===== config.mk =====
export PLATFORM = sky130hd
export DESIGN_NAME = sdram_burst_arbiter_flat
export DESIGN_NICKNAME = d
export VERILOG_FILES = /design/src/rtl/sdram_burst_arbiter_if.sv /design/src/rtl/sdram_burst_arbiter.sv /design/src/flat_wrapper.sv
export SDC_FILE = /design/constraint.sdc
export NUM_CORES = 1
export LEC_CHECK = 0
export ABC_AREA = 1
export CAP_MARGIN = 10
export CORE_AREA = 2 2 121 123
export DETAILED_ROUTE_END_ITERATION = 7
export DIE_AREA = 0 0 123 125
export DONT_BUFFER_PORTS = 1
export MAX_ROUTING_LAYER = met4
export PLACE_DENSITY = 0.62
export SLEW_MARGIN = 0
export SYNTH_ARGS = -nofsm -noshare
export SYNTH_HDL_FRONTEND = slang
export SYNTH_SLANG_ARGS = --single-unit
export TNS_END_PERCENT = 10

===== constraint.sdc =====
create_clock -name clk -period 1.6 [get_ports clk]
set_input_delay 0.24 -clock clk [delete_from_list [all_inputs] [get_ports clk]]
set_output_delay 0.24 -clock clk [all_outputs]
set_load 0.02 [all_outputs]

===== src/rtl/sdram_burst_arbiter_if.sv =====
// Bundles the requester-side and controller-side burst signals of the SDRAM burst arbiter.
// Latency: n/a (wiring only).
// Backpressure: n/a; the controller paces transfers with its data_req/data_valid strobes.
// Ports (slave = arbiter view, master = requesters + controller view):
//   p_*  per-port request buses packed [i] / [i*W +: W], plus routed return strobes
//   m_*  single burst-controller channel: registered requests, handshakes back in
interface sdram_burst_arbiter_if #(
  parameter int ADDR_W = 24,
  parameter int LEN_W  = 10,
  parameter int DATA_W = 16
);
  // requester side
  logic [1:0]          p_rd_req;
  logic [1:0]          p_wr_req;
  logic [2*LEN_W-1:0]  p_rd_len;
  logic [2*LEN_W-1:0]  p_wr_len;
  logic [2*ADDR_W-1:0] p_rd_addr;
  logic [2*ADDR_W-1:0] p_wr_addr;
  logic [2*DATA_W-1:0] p_wr_data;
  logic [1:0]          p_wr_data_req;
  logic [1:0]          p_rd_data_valid;
  logic [DATA_W-1:0]   p_rd_data;
  logic [1:0]          p_wr_finish;
  logic [1:0]          p_rd_finish;

  // controller side
  logic                m_rd_req;
  logic                m_wr_req;
  logic [LEN_W-1:0]    m_rd_len;
  logic [LEN_W-1:0]    m_wr_len;
  logic [ADDR_W-1:0]   m_rd_addr;
  logic [ADDR_W-1:0]   m_wr_addr;
  logic [DATA_W-1:0]   m_wr_data;
  logic                m_wr_data_req;
  logic                m_rd_data_valid;
  logic [DATA_W-1:0]   m_rd_data;
  logic                m_wr_finish;
  logic                m_rd_finish;

  modport slave (
    input  p_rd_req, p_wr_req, p_rd_len, p_wr_len, p_rd_addr, p_wr_addr, p_wr_data,
    output p_wr_data_req, p_rd_data_valid, p_rd_data, p_wr_finish, p_rd_finish,
    output m_rd_req, m_wr_req, m_rd_len, m_wr_len, m_rd_addr, m_wr_addr, m_wr_data,
    input  m_wr_data_req, m_rd_data_valid, m_rd_data, m_wr_finish, m_rd_finish
  );

  modport master (
    output p_rd_req, p_wr_req, p_rd_len, p_wr_len, p_rd_addr, p_wr_addr, p_wr_data,
    input  p_wr_data_req, p_rd_data_valid, p_rd_data, p_wr_finish, p_rd_finish,
    input  m_rd_req, m_wr_req, m_rd_len, m_wr_len, m_rd_addr, m_wr_addr, m_wr_data,
    output m_wr_data_req, m_rd_data_valid, m_rd_data, m_wr_finish, m_rd_finish
  );
endinterface


===== src/rtl/sdram_burst_arbiter.sv =====
// Round-robin arbiter sharing one SDRAM burst controller between port 0 (loader) and port 1 (camera).
// Latency: request to m_*_req = 1 cycle; finish to m_*_req low = 1 cycle; min 2-cycle gap between bursts.
// Backpressure: requests are held by the requester until its finish; controller strobes pace the data.
// Ports: clk, rst_n (async active-low); port_en[1:0] arbitration enables; tmo_clr clears the
//   sticky timeout; grant[1:0] one-hot (00 idle); busy in BURST/DONE; timeout sticky watchdog flag;
//   bus = request/return/controller signals (see sdram_burst_arbiter_if).
module sdram_burst_arbiter #(
  parameter int ADDR_W  = 24,
  parameter int LEN_W   = 10,
  parameter int DATA_W  = 16,
  parameter int TMO_CYC = 65535
) (
  input  logic                    clk,
  input  logic                    rst_n,
  input  logic [1:0]              port_en,
  input  logic                    tmo_clr,
  output logic [1:0]              grant,
  output logic                    busy,
  output logic                    timeout,
  sdram_burst_arbiter_if.slave    bus
);

  typedef enum logic [1:0] {
    ST_IDLE  = 2'd0,
    ST_BURST = 2'd1,
    ST_DONE  = 2'd2
  } state_t;

  localparam logic [15:0] TMO_LIM = 16'(TMO_CYC);

  state_t              state_q, state_d;
  logic                prio_q;      // port that wins when both are eligible
  logic                gnt_port_q;  // port owning the current burst
  logic [1:0]          grant_q;
  logic                op_wr_q;     // latched operation of the current burst
  logic                m_rd_req_q, m_wr_req_q;
  logic [LEN_W-1:0]    m_rd_len_q, m_wr_len_q;
  logic [ADDR_W-1:0]   m_rd_addr_q, m_wr_addr_q;
  logic [15:0]         wdog_q;
  logic                timeout_q;

  logic [1:0]          elig;
  logic                win;
  logic                win_wr;
  logic                do_grant;
  logic                fin;
  logic                wdog_run;
  logic [LEN_W-1:0]    win_rd_len, win_wr_len;
  logic [ADDR_W-1:0]   win_rd_addr, win_wr_addr;

  // Arbitration and next-state
  always_comb begin
    elig     = port_en & (bus.p_rd_req | bus.p_wr_req);
    win      = 1'b0;
    case (elig)
      2'b10:   win = 1'b1;
      2'b11:   win = prio_q;
      default: win = 1'b0;
    endcase
    // a port asking for both directions gets its write served first
    win_wr      = win ? bus.p_wr_req[1] : bus.p_wr_req[0];
    win_rd_len  = win ? bus.p_rd_len[2*LEN_W-1:LEN_W]    : bus.p_rd_len[LEN_W-1:0];
    win_wr_len  = win ? bus.p_wr_len[2*LEN_W-1:LEN_W]    : bus.p_wr_len[LEN_W-1:0];
    win_rd_addr = win ? bus.p_rd_addr[2*ADDR_W-1:ADDR_W] : bus.p_rd_addr[ADDR_W-1:0];
    win_wr_addr = win ? bus.p_wr_addr[2*ADDR_W-1:ADDR_W] : bus.p_wr_addr[ADDR_W-1:0];

    // only the finish of the latched operation ends the burst
    fin      = op_wr_q ? bus.m_wr_finish : bus.m_rd_finish;

    state_d  = state_q;
    do_grant = 1'b0;
    case (state_q)
      ST_IDLE: begin
        if (|elig) begin
          do_grant = 1'b1;
          state_d  = ST_BURST;
        end
      end
      ST_BURST: begin
        if (fin) state_d = ST_DONE;
      end
      ST_DONE:  state_d = ST_IDLE;
      default:  state_d = ST_IDLE;
    endcase
  end

  always_ff @(posedge clk or negedge rst_n) begin
    if (!rst_n) state_q <= ST_IDLE;
    else        state_q <= state_d;
  end

  // Grant, latched burst parameters and round-robin pointer
  always_ff @(posedge clk or negedge rst_n) begin
    if (!rst_n) begin
      prio_q      <= 1'b0;
      gnt_port_q  <= 1'b0;
      grant_q     <= 2'b00;
      op_wr_q     <= 1'b0;
      m_rd_req_q  <= 1'b0;
      m_wr_req_q  <= 1'b0;
      m_rd_len_q  <= '0;
      m_wr_len_q  <= '0;
      m_rd_addr_q <= '0;
      m_wr_addr_q <= '0;
    end else begin
      if (do_grant) begin
        gnt_port_q  <= win;
        grant_q     <= win ? 2'b10 : 2'b01;
        op_wr_q     <= win_wr;
        m_wr_req_q  <= win_wr;
        m_rd_req_q  <= ~win_wr;
        m_rd_len_q  <= win_rd_len;
        m_wr_len_q  <= win_wr_len;
        m_rd_addr_q <= win_rd_addr;
        m_wr_addr_q <= win_wr_addr;
      end else if (state_q == ST_BURST && fin) begin
        grant_q    <= 2'b00;
        m_wr_req_q <= 1'b0;
        m_rd_req_q <= 1'b0;
      end
      if (state_q == ST_DONE) prio_q <= ~gnt_port_q;
    end
  end

  // Watchdog: counts BURST cycles without finish; flags once on reaching the limit
  // and saturates so a cleared flag is not re-raised by the same burst.
  assign wdog_run = (state_q == ST_BURST) && !fin;

  always_ff @(posedge clk or negedge rst_n) begin
    if (!rst_n) begin
      wdog_q    <= '0;
      timeout_q <= 1'b0;
    end else begin
      if (do_grant)
        wdog_q <= '0;
      else if (wdog_run && wdog_q != TMO_LIM)
        wdog_q <= wdog_q + 16'd1;

      // expiry beats a simultaneous clear
      if (wdog_run && wdog_q == TMO_LIM - 16'd1)
        timeout_q <= 1'b1;
      else if (tmo_clr)
        timeout_q <= 1'b0;
    end
  end

  // Controller-facing outputs
  assign bus.m_rd_req  = m_rd_req_q;
  assign bus.m_wr_req  = m_wr_req_q;
  assign bus.m_rd_len  = m_rd_len_q;
  assign bus.m_wr_len  = m_wr_len_q;
  assign bus.m_rd_addr = m_rd_addr_q;
  assign bus.m_wr_addr = m_wr_addr_q;
  assign bus.m_wr_data = grant_q[1] ? bus.p_wr_data[2*DATA_W-1:DATA_W] :
                         grant_q[0] ? bus.p_wr_data[DATA_W-1:0] : '0;

  // Return strobes reach only the granted port; finishes only for the latched operation
  assign bus.p_wr_data_req   = grant_q & {2{bus.m_wr_data_req}};
  assign bus.p_rd_data_valid = grant_q & {2{bus.m_rd_data_valid}};
  assign bus.p_rd_data       = bus.m_rd_data;
  assign bus.p_wr_finish     = op_wr_q  ? (grant_q & {2{bus.m_wr_finish}}) : 2'b00;
  assign bus.p_rd_finish     = !op_wr_q ? (grant_q & {2{bus.m_rd_finish}}) : 2'b00;

  assign grant   = grant_q;
  assign busy    = (state_q != ST_IDLE);
  assign timeout = timeout_q;

endmodule


===== src/flat_wrapper.sv =====
// flat-port wrapper written by rule: the top's interface ports become plain ports
module sdram_burst_arbiter_flat 
#(
  parameter int ADDR_W  = 24,
  parameter int LEN_W   = 10,
  parameter int DATA_W  = 16,
  parameter int TMO_CYC = 65535
)
  (clk, rst_n, port_en, tmo_clr, grant, busy, timeout, bus_p_rd_req, bus_p_wr_req, bus_p_rd_len, bus_p_wr_len, bus_p_rd_addr, bus_p_wr_addr, bus_p_wr_data, bus_p_wr_data_req, bus_p_rd_data_valid, bus_p_rd_data, bus_p_wr_finish, bus_p_rd_finish, bus_m_rd_req, bus_m_wr_req, bus_m_rd_len, bus_m_wr_len, bus_m_rd_addr, bus_m_wr_addr, bus_m_wr_data, bus_m_wr_data_req, bus_m_rd_data_valid, bus_m_rd_data, bus_m_wr_finish, bus_m_rd_finish);
  sdram_burst_arbiter_if #(.ADDR_W(ADDR_W), .LEN_W(LEN_W), .DATA_W(DATA_W)) bus_i ();
  input  logic clk;
  input  logic rst_n;
  input  logic [1:0] port_en;
  input  logic tmo_clr;
  output logic [1:0] grant;
  output logic busy;
  output logic timeout;
  input wire logic [$bits(bus_i.p_rd_req)-1:0] bus_p_rd_req;
  input wire logic [$bits(bus_i.p_wr_req)-1:0] bus_p_wr_req;
  input wire logic [$bits(bus_i.p_rd_len)-1:0] bus_p_rd_len;
  input wire logic [$bits(bus_i.p_wr_len)-1:0] bus_p_wr_len;
  input wire logic [$bits(bus_i.p_rd_addr)-1:0] bus_p_rd_addr;
  input wire logic [$bits(bus_i.p_wr_addr)-1:0] bus_p_wr_addr;
  input wire logic [$bits(bus_i.p_wr_data)-1:0] bus_p_wr_data;
  output wire logic [$bits(bus_i.p_wr_data_req)-1:0] bus_p_wr_data_req;
  output wire logic [$bits(bus_i.p_rd_data_valid)-1:0] bus_p_rd_data_valid;
  output wire logic [$bits(bus_i.p_rd_data)-1:0] bus_p_rd_data;
  output wire logic [$bits(bus_i.p_wr_finish)-1:0] bus_p_wr_finish;
  output wire logic [$bits(bus_i.p_rd_finish)-1:0] bus_p_rd_finish;
  output wire logic [$bits(bus_i.m_rd_req)-1:0] bus_m_rd_req;
  output wire logic [$bits(bus_i.m_wr_req)-1:0] bus_m_wr_req;
  output wire logic [$bits(bus_i.m_rd_len)-1:0] bus_m_rd_len;
  output wire logic [$bits(bus_i.m_wr_len)-1:0] bus_m_wr_len;
  output wire logic [$bits(bus_i.m_rd_addr)-1:0] bus_m_rd_addr;
  output wire logic [$bits(bus_i.m_wr_addr)-1:0] bus_m_wr_addr;
  output wire logic [$bits(bus_i.m_wr_data)-1:0] bus_m_wr_data;
  input wire logic [$bits(bus_i.m_wr_data_req)-1:0] bus_m_wr_data_req;
  input wire logic [$bits(bus_i.m_rd_data_valid)-1:0] bus_m_rd_data_valid;
  input wire logic [$bits(bus_i.m_rd_data)-1:0] bus_m_rd_data;
  input wire logic [$bits(bus_i.m_wr_finish)-1:0] bus_m_wr_finish;
  input wire logic [$bits(bus_i.m_rd_finish)-1:0] bus_m_rd_finish;
  assign bus_i.p_rd_req = bus_p_rd_req;
  assign bus_i.p_wr_req = bus_p_wr_req;
  assign bus_i.p_rd_len = bus_p_rd_len;
  assign bus_i.p_wr_len = bus_p_wr_len;
  assign bus_i.p_rd_addr = bus_p_rd_addr;
  assign bus_i.p_wr_addr = bus_p_wr_addr;
  assign bus_i.p_wr_data = bus_p_wr_data;
  assign bus_p_wr_data_req = bus_i.p_wr_data_req;
  assign bus_p_rd_data_valid = bus_i.p_rd_data_valid;
  assign bus_p_rd_data = bus_i.p_rd_data;
  assign bus_p_wr_finish = bus_i.p_wr_finish;
  assign bus_p_rd_finish = bus_i.p_rd_finish;
  assign bus_m_rd_req = bus_i.m_rd_req;
  assign bus_m_wr_req = bus_i.m_wr_req;
  assign bus_m_rd_len = bus_i.m_rd_len;
  assign bus_m_wr_len = bus_i.m_wr_len;
  assign bus_m_rd_addr = bus_i.m_rd_addr;
  assign bus_m_wr_addr = bus_i.m_wr_addr;
  assign bus_m_wr_data = bus_i.m_wr_data;
  assign bus_i.m_wr_data_req = bus_m_wr_data_req;
  assign bus_i.m_rd_data_valid = bus_m_rd_data_valid;
  assign bus_i.m_rd_data = bus_m_rd_data;
  assign bus_i.m_wr_finish = bus_m_wr_finish;
  assign bus_i.m_rd_finish = bus_m_rd_finish;
  sdram_burst_arbiter #(.ADDR_W(ADDR_W), .LEN_W(LEN_W), .DATA_W(DATA_W), .TMO_CYC(TMO_CYC)) u_core (.clk(clk), .rst_n(rst_n), .port_en(port_en), .tmo_clr(tmo_clr), .grant(grant), .busy(busy), .timeout(timeout), .bus(bus_i));
endmodule

==> results.yml, run 1 <==
status:
  status: "did not finish"
  lastStage: "detailed routing"
  firstError: "[ERROR DRT-0255] Maze Route cannot find path of net bus_m_rd_data[1] in worker of routeBox ( 96600 96600 ) ( 123000 125000 )."
floorplanning:
  die_y_um: 125
  start_util: 0.340
  num_rows: 44
  io_pins: 311
  die_x_um: 123
placement:
  gp_congestion: 0.830
  dp_hpwl_mm: 9.50
  port_buffers: 0
  placed_area_mm2: 0.00506
  placedCellCount: 816
global_routing:
  grt_usage: 0.175
  grt_pass1_wl_mm: 20.4
  grt_max_degree: 95
  overflow: 0
  antenna_found_initial: 0
  grt_pass1_vias: 4126
yosys:
  seq_area_frac_synth: 0.487
  synthCells: 647
  synth-seq-cells: 94
  syn_nets: 846
  syn-cell-area_mm2: 0.00483
  yosys_warnings: 0
  synth.distinct_cells: 28
  syn_avg_cell_area_um2: 7.47
clock_network:
  clock_sinks: 94
  clockRootBuffer: "clkbuf_16"
  numCtsBuffers: 9
  cts_buffer_depth: 2
  postCtsHoldBufs: 1
  cts-htree-levels: 3
sta:
  crit_endpoint: "bus_m_wr_data[14]"
  worst-ep-kind: "primary output"
## cells in the mapped netlist (all sizes together)
library cell,instances,area (µm²)
nand4,14,93.8
a21oi,2,10.0
dfrtp,94,2350
nand3,95,475
xor2,5,43.8
nand2,314,1190
o21ai,9,48.8
buf,44,275
xnor2,2,17.5
nand3b,1,7.51
nor2,29,139
clkinv,2,7.51
o21bai,5,37.5
ha,2,25.0
clkbuf,2,7.51
inv,25,93.8
nor3,1,5.00
or2,1,6.26
## repair_timing
item                                   in CTS  in global routing
resized for setup                           4                 15
gates cloned                                0                  1
setup endpoints to repair                  27                101
setup buffers                               0                  3
endpoints found under the hold margin      95                 94
pin swaps                                   0                  3
## per-layer routing
metal,global-route usage
met4,0.0508
met5,-
met1,0.202
met2,0.298
met3,0.0461
## per-stage QoR
step / util / setup TNS, ps / setup WS, ps
after floorplan: - / -73.1 / -36.5
after global placement: 0.357 / -1540 / -118
after detailed placement: 0.357 / -2170 / -161
after CTS: 0.382 / 0 / 5.68
after global routing: 0.389 / -139 / -38.5
## cell families after synthesis
group,share of synthesized area
AO/OA/AOI/OAI,0.0199
XOR/XNOR,0.0127
adder cells (fa/ha/maj),0.00518
buffers and inverters,0.0795
flip-flops,0.487
AND/OR/NAND/NOR,0.396
==> run 2: changes to the inputs <==
Settings changed: CORE_AREA 2 2 121 123 to 2 2 120 122, DIE_AREA 0 0 123 125 to 0 0 122 124, MAX_ROUTING_LAYER met4 to default, PLACE_DENSITY 0.62 to default, PLACE_DENSITY_LB_ADDON from default to 0.15.
Clock period 1.6 ns to 2.1 ns, I/O delays scaled along.
==> results.yml, run 2 <==
yosys:
  synth.distinct_cells: 28
  synth-compound-area-share: 0.0199
  synthAdderAreaFrac: 0.00518
  yosys.area.top_type_share: 0.487
  yosys.area.top_type: "dfrtp_1"
  syn_avg_cell_area_um2: 7.47
  synth_edf_count: 0
  netlist_top_cells_count: "311 x nand2_1, 95 x nand3_1, 94 x dfrtp_1, 23 x inv_1, 23 x nor2_1"
  synth_xor_area_frac: 0.0127
  synth.area.mux_share: 0
  yosys_warnings: 0
  synth_top_family_by_area: "simple AND/OR/NAND/NOR gates"
  synthCells: 647
  synth-seq-cells: 94
  syn_nets: 846
  seq_area_frac_synth: 0.487
  syn-cell-area_mm2: 0.00483
  ys.flop_type: "dfrtp_1"
  yosys.cell_count.top_type: "nand2_1"
  yosys-top-cells-area: "dfrtp_1 49%, nand2_1 24%, nand3_1 9.8%, buf_4 3.0%, buf_2 2.0%"
  async_flop_share: 1.00
  synthSimpleGateAreaFrac: 0.396
floorplanning:
  start_util: 0.352
  die-area_mm2: 0.0151
  die_x_um: 122
  die_y_um: 124
  design.core.area_mm2: 0.0137
  num_rows: 43
  io_pins: 311
clock_network:
  cts_buffer_depth: 2
  clock_sinks: 94
  path_clk_slew_ps: 60
  numCtsBuffers: 9
  cts-htree-levels: 3
  worstSkewPairLatency_ps: 340
  cts_tree: "done"
  cts_setup_buffers: 0
  clockRootBuffer: "clkbuf_16"
final_layout:
  antennaDiodeCount: 0
  layout_common_cells: "311 x nand2_1, 95 x nand3_1, 94 x dfrtp_1"
  drive_gt1_frac: 0.0607
  fin_util: 0.377
  area_delta_synth_final_pct: 7.15
  fillers: 1460
  nets: 822
  final_common_cell: "nand2_1"
global_routing:
  use_met2: 0.333
  grt_pass1_vias: 4015
  gr-max-usage-layer: "met2"
  antenna_found_initial: 0
  met1_usage: 0.203
  grt_usage: 0.188
  grt_pass1_wl_mm: 21.3
  grt_max_degree: 95
  grtUsageMet3: 0.0499
  overflow: 0
routing:
  drt_wl_total_mm: 14.5
  drtIter0Drc: 191
  viasPerCell: 5.15
  drtPass1Iterations: 4
  routedWlPerCell_um: 18.0
  ant_nets: 0
  via_count: 4153
  route.detailed.drc: 0
placement:
  dp_hpwl_mm: 10.8
  port_buffers: 0
  post-place-ws_ps: 381
  gp_congestion: 0.784
sta:
  skew_ps: 5.59
  max_slew_margin: 0.602
  fmax_ghz: 0.525
  hold_viol: 94
  period_minus_slack_ps: 1900
  post-route-period-util: 0.907
  finalSetupViolations: 0
  drv_slew: 0
  finalWorstSetupSlack_ps: 195
  tightest_slew_ps: 597
  rsz0062_at_grt: "no"
  tns_ps: 0
  holdWs_ps: -338
worst_setup_path:
  max_stage_delay_ps: 520
  critPathKind: "flip-flop to output port"
  crit_arrival_ps: 1590
  crit_fanout: 19
  crit_required_ps: 1780
  reg2regPathDepth: 9
  crit_path_cell_trace: "clkinvlp_4 -> nand3_1 -> nand2_1"
  worstSetupEndpointType: "output port"
  slowest_stage: "dfrtp_1"
  start_kind: "flip-flop"
pwr:
  pwr_density_cell_mw_per_mm2: 1540
  leakagePower_nw: 2.51
  ir_worst_vdd_mv: 0.548
job:
  drv_cap: 0
worst_hold_path:
  min_path_type: "input pin to async pin"
status:
  failed_checks: "negative hold slack"
  status: "finished with violations"
==> run 2: cell counts after synthesis <==
Identical to the previous run, type by type.
==> run 2: worst max-delay path, delay by kind of cell (launching register included) <==
family / cells / cell delay, ps
buffers and inverters: 1 / 380
AND/OR/NAND/NOR: 2 / 350
flip-flops: 1 / 520
==> run 2: final timing paths <==
check | slack (ps) | to | startpoint
hold reg to reg | 440 | u_core.prio_q | u_core.gnt_port_q
setup / recovery | 200 | bus_m_wr_data[12] | u_core.grant[1]
hold / removal | -340 | u_core.bus.m_wr_addr[10] | rst_n
max in group asynchronous | 2310 | u_core.bus.m_wr_len[6] | rst_n
setup reg to reg | 350 | u_core.wdog_q[14] | u_core.wdog_q[1]
min in group clk | 60 | u_core.timeout | tmo_clr
==> run 2: cells by family after synthesis <==
logic type | after synthesis
AOI/OAI and AO/OA | 16
xor gates and xnor gates | 7
adders and majority gates | 2
buffers and inverters | 73
DFF | 94
and+or+nand+nor | 455
==> run 2: metrics by stage <==
step,instances,power [mW],instance area [µm²]
3_3_place_gp,792,6.35,4880
2_1_floorplan,647,5.76,4830
6_report,806,7.96,5180
3_5_place_dp,792,6.41,4880
4_1_cts,806,8.06,5170
5_1_grt,806,8.55,5180
==> run 2: cell type report <==
class | count | area [µm²] | share of cell area
clock buffers | 11 | 243 | 0.0469
clock inverters | 3 | 46.3 | 0.00894
inverters | 27 | 105 | 0.0203
repair buffers | 11 | 95.1 | 0.0184
well taps | 180 | 225 | 0.0435
multi-input cells | 480 | 2110 | 0.408
flip-flops and latches | 94 | 2350 | 0.454
==> run 2: routing by layer <==
layer | routed length (µm) | vias to the layer above
li1 | - | 1978
met4 | 527 | 0
met3 | 1110 | 34
met2 | 7630 | 209
met1 | 5250 | 1932
met5 | 0 | -
==> run 2: where the power goes <==
part           internal (mW)  switching, mW
combinational          0.732           1.64
clock                  0.945          0.677
sequential              2.54           1.43
total                   4.21           3.74
==> run 2: repair_timing <==
item,in CTS,in global routing
gates resized for setup,0,1
endpoints found under the setup margin,0,18
hold endpoints to repair,94,94
Note: power is estimated with default switching activity, not from simulation.
